===== src/rtl/ramb16_s36_arb2.sv =====
// Two-requester round-robin front end for one 512x36 single-port block RAM.
// Define RAMB16_ARB2_LOCK_EN to add bounded per-requester lock ownership.
module ramb16_s36_arb2 #(
    parameter int          LOCK_MAX = 16,
    parameter logic [35:0] SRVAL    = 36'h0
) (
    input  logic        clk,
    input  logic        ssr,
    input  logic        a_req,
    input  logic        a_we,
    input  logic [8:0]  a_addr,
    input  logic [31:0] a_di,
    input  logic [3:0]  a_dip,
`ifdef RAMB16_ARB2_LOCK_EN
    input  logic        a_lock,
    input  logic        b_lock,
`endif
    input  logic        b_req,
    input  logic        b_we,
    input  logic [8:0]  b_addr,
    input  logic [31:0] b_di,
    input  logic [3:0]  b_dip,
    output logic        a_gnt,
    output logic        b_gnt,
    output logic        a_rvalid,
    output logic        b_rvalid,
    output logic [31:0] rdo,
    output logic [3:0]  rdop,
    output logic        ram_en,
    output logic        ram_we,
    output logic        ram_ssr,
    output logic [8:0]  ram_addr,
    output logic [31:0] ram_di,
    output logic [3:0]  ram_dip,
    input  logic [31:0] ram_do,
    input  logic [3:0]  ram_dop
);

    logic        last_b;
    logic        tie_a;
    logic        tie_b;
    logic        pick_a;
    logic        pick_b;
    logic        rv_a;
    logic        rv_b;
    logic [35:0] hold;

    // Round-robin: on a tie the requester that did not win last goes.
    always_comb begin
        tie_a = 1'b0;
        tie_b = 1'b0;
        if (a_req && b_req) begin
            tie_a = last_b;
            tie_b = ~last_b;
        end else begin
            tie_a = a_req;
            tie_b = b_req;
        end
    end

`ifdef RAMB16_ARB2_LOCK_EN
    typedef enum logic [1:0] {
        IDLE  = 2'd0,
        OWN_A = 2'd1,
        OWN_B = 2'd2
    } state_t;

    localparam logic [5:0] CNT_TOP = 6'(LOCK_MAX - 1);

    state_t     state;
    logic [5:0] cnt;
    logic [5:0] cnt_nxt;

    assign cnt_nxt = cnt + 6'd1;

    always_comb begin
        pick_a = 1'b0;
        pick_b = 1'b0;
        unique case (state)
            IDLE: begin
                pick_a = tie_a;
                pick_b = tie_b;
            end
            OWN_A:   pick_a = a_req;
            OWN_B:   pick_b = b_req;
            default: ;
        endcase
    end

    // Owner keeps the RAM until it drops lock or hits the cycle cap.
    always_ff @(posedge clk) begin
        if (ssr) begin
            state <= IDLE;
            cnt   <= 6'd0;
        end else begin
            unique case (state)
                IDLE: begin
                    cnt <= 6'd0;
                    if (a_gnt && a_lock)
                        state <= OWN_A;
                    else if (b_gnt && b_lock)
                        state <= OWN_B;
                end
                OWN_A: begin
                    if (!a_lock || cnt_nxt == CNT_TOP) begin
                        state <= IDLE;
                        cnt   <= 6'd0;
                    end else begin
                        cnt <= cnt_nxt;
                    end
                end
                OWN_B: begin
                    if (!b_lock || cnt_nxt == CNT_TOP) begin
                        state <= IDLE;
                        cnt   <= 6'd0;
                    end else begin
                        cnt <= cnt_nxt;
                    end
                end
                default: begin
                    state <= IDLE;
                    cnt   <= 6'd0;
                end
            endcase
        end
    end
`else
    assign pick_a = tie_a;
    assign pick_b = tie_b;
`endif

    assign a_gnt   = pick_a & ~ssr;
    assign b_gnt   = pick_b & ~ssr;
    assign ram_ssr = ssr;
    assign ram_en  = a_gnt | b_gnt;

    always_comb begin
        ram_we   = 1'b0;
        ram_addr = a_addr;
        ram_di   = a_di;
        ram_dip  = a_dip;
        if (a_gnt) begin
            ram_we = a_we;
        end else if (b_gnt) begin
            ram_we   = b_we;
            ram_addr = b_addr;
            ram_di   = b_di;
            ram_dip  = b_dip;
        end
    end

    // Within a lock only the owner is granted, so LAST already names it
    // when the lock ends.
    always_ff @(posedge clk) begin
        if (ssr)
            last_b <= 1'b1;
        else if (a_gnt)
            last_b <= 1'b0;
        else if (b_gnt)
            last_b <= 1'b1;
    end

    always_ff @(posedge clk) begin
        if (ssr) begin
            rv_a <= 1'b0;
            rv_b <= 1'b0;
            hold <= SRVAL;
        end else begin
            rv_a <= a_gnt & ~a_we;
            rv_b <= b_gnt & ~b_we;
            if (rv_a || rv_b)
                hold <= {ram_dop, ram_do};
        end
    end

    assign a_rvalid      = rv_a;
    assign b_rvalid      = rv_b;
    assign {rdop, rdo}   = (rv_a || rv_b) ? {ram_dop, ram_do} : hold;

endmodule


===== config.mk =====
export PLATFORM = sky130hd
export DESIGN_NAME = ramb16_s36_arb2
export DESIGN_NICKNAME = d
export VERILOG_FILES = /design/src/rtl/ramb16_s36_arb2.sv
export SDC_FILE = /design/constraint.sdc
export NUM_CORES = 1
export LEC_CHECK = 0
export ABC_AREA = 1
export BUFFER_PORTS_ARGS = -buffer_cell sky130_fd_sc_hd__buf_2
export CAP_MARGIN = 5
export CORE_ASPECT_RATIO = 0.9
export CORE_UTILIZATION = 36
export CTS_CLUSTER_DIAMETER = 100
export DETAILED_ROUTE_END_ITERATION = 6
export GPL_TIMING_DRIVEN = 0
export PLACE_DENSITY = 0.78
export SYNTH_ARGS = -nofsm -noshare
export SYNTH_HDL_FRONTEND = slang
export SYNTH_SLANG_ARGS = --single-unit
export TNS_END_PERCENT = 1

===== constraint.sdc =====
create_clock -name clk -period 1.06 [get_ports clk]
set_input_delay 0.106 -clock clk [delete_from_list [all_inputs] [get_ports clk]]
set_output_delay 0.106 -clock clk [all_outputs]
set_load 0.05 [all_outputs]

* Yosys cells after proc, flatten, opt, wreduce, memory -nomap -nowiden
Index checks and enable logic that the tools add are counted.
Widths: inputs -> output; s select.
** Word-level totals
- Word-level logic and storage cells :: 29
- Latch bits :: 0
- Memory bits (writable) :: 0
- Memories :: 0
- ROM bits :: 0
- Input port bits :: 132
- Register bits after elaboration :: 39
- Output and inout bits :: 88
** Cells by class
- Muxes and demuxes :: 13
- Reductions and logical operators :: 3
- Bitwise operators :: 9
- $lt $le $gt $ge :: 0
- Shifts and indexed selects :: 0
- Multipliers :: 0
- Div/mod/pow operators :: 0
- Eq/ne operators :: 0
- $add $sub $neg :: 0
** Operators with widths (count)
- $mux 32 :: 2
- $mux 36 :: 1
- $mux 9 :: 2
- $mux 4 :: 2
- $mux 1 :: 6
- $and 1x1->1 :: 4
- $not 1->1 :: 4
- $reduce_bool 2->1 :: 1
- $logic_and 1x1->1 :: 1
- $logic_or 1x1->1 :: 1
- $or 1x1->1 :: 1

* Depth between registers and ports, before layout
Gate-level depths: netlist of the first run.
- Depth in word-level cells :: 5
- Gate-level depth with buffers :: 6
- Gate-level depth less buffers :: 5

* Worst setup path before layout of the first run
Ideal clock, no wire load.
- Kind :: register to output
- Start :: register rv_b, in the netlist b_rvalid
- End :: output rdo[10]
- Path buffers :: 2
- Required time :: 954 ps
- Data arrival time :: 1467 ps
- Cell stages (with the launch flop) :: 7
- Path slack :: -513 ps
- Cells stage by stage :: dfxtp_1 -> buf_6 -> nor2_8 -> buf_4 -> nand2_1 -> nand2_1 -> inv_1
** On the way
- Word-level cells in the longest chain between the ends :: 2
** RTL lines
- start, declared :: line 45 : logic rv_b;
- start signal, assigned :: line 170 : rv_b <= b_gnt & ~b_we;
- $logic_or 1x1->1 :: line 178 : assign {rdop, rdo} = (rv_a || rv_b) ? {ram_dop, ram_do} : hold;
- $mux 36
- end, declared :: line 27 : output logic [31:0] rdo,
No other way between the ends.

* Worst setup path after layout of the first run
- Start :: register rv_a, in the netlist a_rvalid
- End :: output rdop[2]
** On the way
- Word-level cells in the longest chain between the ends :: 2
** RTL lines
- start, declared :: line 44 : logic rv_a;
- start signal, assigned :: line 169 : rv_a <= a_gnt & ~a_we;
- $logic_or 1x1->1 :: line 178
- $mux 36
- end, declared :: line 28 : output logic [3:0] rdop,
No other way between the ends.

==> qor.yml, run 1 <==
pwr:
  p_total_mw: 6.36
  powerDensity_mw_per_mm2: 1240
  ir_drop_mv: 0.605
  p_leak_nw: 2.84
placement:
  portBuffers: 219
  place_ws_ns: -0.387
  dpl.hpwl_mm: 7.07
  globalplace.congestion: 0.839
synthesis:
  yosys_warnings: 0
  synth.most_common_cell: "nand2_1"
  synth_area_sq_mm: 0.00270
  synthArstFlopShare_pct: 0
  ys_top_cells_by_count: "nand2_1 (167), inv_1 (112), nand4_1 (46), nor2_1 (40), dfxtp_1 (39)"
  ys_types: 16
  synth_top_area_share_pct: 29.0
  syn_inst: 481
  ys_ff_latch: 39
  ys_seq_area_share_pct: 29.0
  avgSynthCellArea_sq_um: 5.61
  yosys-top-cells-area: "dfxtp_1 (29%), nand2_1 (23%), inv_1 (16%)"
  synth.largest_area_cell: "dfxtp_1"
  synth_edf_count: 0
  synth_fp_nets: 613
  yosys_most_used_dff: "dfxtp_1"
sta:
  drv_slew: 0
  hold_ws_ns: 0.162
  setup_viol: 120
  fin_setup_tns_ns: -40.51
  timing.final.ws_setup_ns: -0.587
  tightest_slew_ns: 0.402
  fmax_mhz: 607
  finalHoldViolations: 0
  fin_skew_ns: 0.00317
  period_minus_slack_ns: 1.65
  timing.final.crit_share_pct: 155
  slew_headroom_pct: 73.2
  rsz0062_at_grt: "true"
clock_network:
  htree_levels: 2
  clkSinkCount: 39
  clockBufferDepth: 2
  cts_tree: "yes"
  path_clk_slew_ns: 0.07
  cts-root-buf: "clkbuf_8"
  clk_latency_ns: 0.29
  cts_buffers: 5
floorplan:
  start_util_pct: 37.7
  die_w_um: 93.2
  fp.coreArea_sq_mm: 0.00715
  die_y_um: 84.1
  die_area_sq_mm: 0.00784
  num_rows: 29
  io_pins: 220
finish:
  fin_nets: 852
  diodes: 0
  multiInputGateArea_sq_mm: 0.00150
  regArea_sq_um: 790
  fillers: 568
  layout-drive-gt1-share_pct: 52.0
  areaGrowthSynthToFinish_pct: 90.2
worst_setup_path:
  critPathCaptureType: "output port"
  critPathMaxFanout: 8
  path_class: "register to output port"
  critPathLaunchType: "register"
  required_ns: 0.95
  critPathArrivalTime_ns: 1.54
  worst_r2r_path_depth: 6
global_route:
  grt_usage_pct: 24.7
  grt_pass1_wl_mm: 15.6
  antenna_found_initial: 0
  global_route.overflow_total: 0
  grt_pass1_vias: 3641
  grt_max_degree: 13
route:
  vias_per_cell: 4.62
  wl_per_cell_um: 12.2
  drt-total-wl_mm: 9.94
  postRouteAntennaNets: 0
  drtIter0Drc: 105
  vias: 3758
  dr.pass1.iters: 4
  drc_errors: 0
outcome:
  outcome: "finished with violations"
  violations: "negative setup slack"
hold_path:
  hold_path.class: "input port to register"
  whs_path_depth: 4
flow_run:
  cap_violations: 0
-- state kept, by name, summed over array words and instances, names as in the netlist --
register / cells
a_rvalid: 1
hold: 36
b_rvalid: 1
last_b: 1
-- through the flow --
step           utilization [%]  area, sq um  cells
2_1_floorplan                -         2910    481
5_1_grt                   71.7         5130    814
6_report                  71.7         5130    814
4_1_cts                   68.8         4920    811
3_5_place_dp              57.6         4120    793
3_3_place_gp              57.6         4120    793
-- kinds of logic after synthesis --
group	after synthesis	synth area share, %
and+or+nand+nor	257	40.8
buffers and inverters	149	23.6
AOI/OAI and AO/OA	36	6.68
DFF	39	29.0
-- power breakdown --
group          switching (mW)  internal [mW]  leakage, nW
clock network           0.507          0.761       0.0612
logic                    2.20           1.28         2.45
registers              0.0308           1.57        0.322
-- worst max-delay path, cell delays in order (launching register included) --
cell and delay, ns:
dfxtp_4 0.35, buf_8 0.13, nor2_8 0.20, buf_6 0.15, nand2_1 0.06, nand2_2 0.10
clkinvlp_4 0.10, buf_6 0.15
-- area by class of cell --
cell class | count | share of cell area, %
repair buffers | 232 | 34.7
multi-input cells | 293 | 29.3
flip-flops and latches | 39 | 15.4
inverters | 113 | 10.5
plain buffers | 36 | 5.64
well taps | 93 | 2.27
clock buffers | 6 | 1.61
clock inverters | 2 | 0.683
-- layer usage --
layer	global-route usage, %	part of all wire, %	vias to the layer above
met3	5.83	5.7	35
met5	0	0	-
li1	-	-	1919
met1	24.1	35	1656
met4	11.5	4.1	0
met2	48.0	55	148
-- worst paths after layout --
kind         slack, ns             endpoint           startpoint
min reg2reg       0.52  last_b$_SDFFE_PP1P_  last_b$_SDFFE_PP1P_
max              -0.59              rdop[2]  a_rvalid$_SDFF_PP0_
min               0.16  a_rvalid$_SDFF_PP0_                  ssr
max reg2reg      -0.20  hold[17]$_SDFF_PP0_  b_rvalid$_SDFF_PP0_
-- cell usage in the layout (no fill, tap or decap), types with 18 or more instances in the layout --
| cell type | instances |
|---|---|
| nor2_1 | 40 |
| nand2_1 | 115 |
| nand4_1 | 46 |
| nand2_2 | 47 |
| buf_2 | 148 |
| clkinvlp_4 | 30 |
| o21ai_1 | 18 |
| dfxtp_1 | 36 |
| buf_6 | 89 |
| inv_1 | 81 |
-- repair_timing --
| item | in CTS | in global routing |
|---|---|---|
| cloned | 3 | 0 |
| pin swaps | 21 | 15 |
| endpoints found under the setup margin | 115 | 120 |
| hold buffers | 2 | 0 |
| endpoints found under the hold margin | 2 | 0 |
| resized for setup | 225 | 62 |
| setup buffers | 5 | 3 |
Note: power is estimated with default switching activity, not from simulation.
==> inputs of run 2 (changes only) <==
RECOVER_POWER = 25   (was default)
==> run 2 against run 1 <==
  * The run still ends with negative setup slack left
  * Wire length rose by 0.12%
  * Die area unchanged
  * Count of clock-buffer cells in the layout did not move
  * Largest cell class unchanged
  * Largest power group unchanged
==> qor.yml, run 2 (synthesis gave the netlist of run 1 again) <==
finish:
  diodes: 0  # unchanged
  largest_reg_flops: 36  # unchanged
  fin_nets: 852  # unchanged
  areaGrowthSynthToFinish_pct: 90.2  # about the same
  layout_commonest_cell: "buf_2"  # unchanged
  final_cell_area_sq_mm: 0.00513  # about the same
  layout-drive-gt1-share_pct: 51.9  # was 52.0%
  mostFrequentLayoutCells: "buf_2 (147), nand2_1 (115), buf_6 (89)"  # was buf_2 (148), nand2_1 (115), buf_6 (89)
  regMostFlops: "hold"  # unchanged
  fillers: 567  # was 568
worst_setup_path:
  crit_start: "a_rvalid$_SDFF_PP0_"  # unchanged
  critPathSlowestCell: "dfxtp_4"  # unchanged
  cpMostUsedCell: "buf_6"  # unchanged
  cpPeakStageDelay_ns: 0.35  # about the same
  path_delay_family: "buffers and inverters"  # unchanged
  r2r_end: "hold[17]$_SDFF_PP0_"  # unchanged
  critPathMaxFanout: 8  # unchanged
  crit_buf_inv: 4  # unchanged
  critPathArrivalTime_ns: 1.54  # about the same
  r2r-start: "b_rvalid$_SDFF_PP0_"  # unchanged
  critPathLaunchType: "register"  # unchanged
  path_class: "register to output port"  # unchanged
  critical_path.cell_chain: "buf_8 -> nor2_8 -> buf_6 -> nand2_1 -> nand2_2 -> clkinvlp_4 -> buf_6"  # unchanged
  rrSetupSlack_ns: -0.20  # about the same
  required_ns: 0.95  # about the same
  critPathCaptureType: "output port"  # unchanged
  worst_r2r_path_depth: 6  # unchanged
route:
  vias_per_cell: 4.61  # was 4.62
  drtIter0Drc: 99  # was 105
  dr.pass1.iters: 5  # was 4
  drc_errors: 0  # unchanged
  postRouteAntennaNets: 0  # unchanged
  vias: 3753  # was 3758
  wl_per_cell_um: 12.2  # about the same
  drt-total-wl_mm: 9.95  # was 9.94 mm
placement:
  globalplace.congestion: 0.839  # unchanged
  place_ws_ns: -0.387  # unchanged
  portBuffers: 219  # unchanged
  dpl.hpwl_mm: 7.07  # unchanged
  postPlaceCellArea_sq_mm: 0.00412  # unchanged
floorplan:
  start_util_pct: 37.7  # unchanged
  io_pins: 220  # unchanged
  fp.coreArea_sq_mm: 0.00715  # unchanged
  num_rows: 29  # unchanged
  die_area_sq_mm: 0.00784  # unchanged
  die_w_um: 93.2  # unchanged
  die_y_um: 84.1  # unchanged
sta:
  drv_slew: 0  # unchanged
  tightest_slew_ns: 0.590  # was 0.402 ns
  timing.final.ws_setup_ns: -0.588  # was -0.587 ns
  setup_viol: 120  # unchanged
  period_minus_slack_ns: 1.65  # about the same
  fmax_mhz: 607  # about the same
  timing.final.crit_share_pct: 155  # about the same
  finalHoldViolations: 0  # unchanged
  fin_skew_ns: 0.00271  # was 0.00317 ns
  slew_headroom_pct: 60.8  # was 73.2%
  rsz0062_at_grt: "true"  # unchanged
global_route:
  grt_pass1_vias: 3641  # unchanged
  antenna_found_initial: 0  # unchanged
  global_route.overflow_total: 0  # unchanged
  grt_usage_pct: 24.7  # unchanged
  grt_max_degree: 13  # unchanged
  grt_pass1_wl_mm: 15.6  # unchanged
clock_network:
  htree_levels: 2  # unchanged
  clockBufferDepth: 2  # unchanged
  cts_tree: "yes"  # unchanged
  clk_latency_ns: 0.29  # about the same
  cts_buffers: 5  # unchanged
  cts-root-buf: "clkbuf_8"  # unchanged
  clkSinkCount: 39  # unchanged
  path_clk_slew_ns: 0.07  # about the same
flow_run:
  cap_violations: 0  # unchanged
outcome:
  violations: "negative setup slack"  # unchanged
  outcome: "finished with violations"  # unchanged
hold_path:
  worstHoldStart: "ssr"  # unchanged
  worstHoldEndpoint: "a_rvalid$_SDFF_PP0_"  # unchanged
  hold_path.class: "input port to register"  # unchanged
  whs_path_depth: 4  # unchanged
pwr:
  p_leak_nw: 2.84  # about the same
  ir_drop_mv: 0.605  # about the same
  powerDensity_mw_per_mm2: 1240  # about the same
[run 2: changes by cell type in the layout (fill, tap and decap cells not counted), sizes merged]
cell    delta
buf        -1
clkbuf     +1
[run 2: what timing repair did]
| item | CTS | global route |
|---|---|---|
| pin swaps | 21 | 15 |
| gates cloned | 3 | 0 |
| resized for setup | 225 | 62 |
| buffers inserted | 5 | 3 |
| hold buffers | 2 | 0 |
| endpoints found under the hold margin | 2 | 0 |
| setup endpoints to repair | 115 | 120 |
[run 2: worst max-delay path by stage]
stage               slack, ns      end  cells past startpoint
finish                  -0.59  rdop[2]                      7
floorplan               -0.26  rdo[10]                      6
global route            -0.64  rdop[2]                      7
detailed placement      -0.39   rdo[9]                      6
global placement        -0.34   rdo[5]                      6
CTS                     -0.58   rdo[0]                      7
[run 2: metrics by stage]
step | util (%) | power, mW | TNS, ns | hold WS, ns | cells
final | 71.7 | 6.36 | -40.58 | 0.161 | 814
after CTS | 68.8 | 6.22 | -41.59 | 0.149 | 811
after floorplan | - | 3.70 | -18.25 | 0.169 | 481
after global routing | 71.7 | 6.64 | -48.70 | 0.170 | 814
after global placement | 57.6 | 4.36 | -23.96 | 0.281 | 793
after detailed placement | 57.6 | 4.39 | -25.12 | 0.282 | 793
[run 2: report_power, final]
group / total (mW) / internal [mW] / switching, mW / leakage, nW
Clock: 1.27 / 0.761 / 0.508 / 0.0612
Combinational: 3.49 / 1.28 / 2.20 / 2.45
Sequential: 1.60 / 1.57 / 0.0308 / 0.322
[run 2: area by class of cell]
cell class	instances	area (sq um)	area share, %
multi-input combinational	293	1500	29.3
clock inverter	2	35.0	0.683
timing repair buffer	232	1780	34.7
tap	93	116	2.27
sequential	39	790	15.4
inverter	113	537	10.5
clock buffer	6	82.6	1.61
buffer	36	289	5.64
[run 2: metal layers]
metal | vias up | wire (um) | GRT usage [%]
li1 | 1919 | - | -
met4 | 0 | 407 | 11.5
met2 | 146 | 5440 | 48.0
met3 | 35 | 567 | 5.83
met1 | 1653 | 3530 | 24.1
met5 | - | 0 | 0
[run 2: worst min-delay path, cell delays in order]
cell and delay, ns:
buf_2 0.12, nor2_1 0.07, nand2_2 0.08, nor2_1 0.04
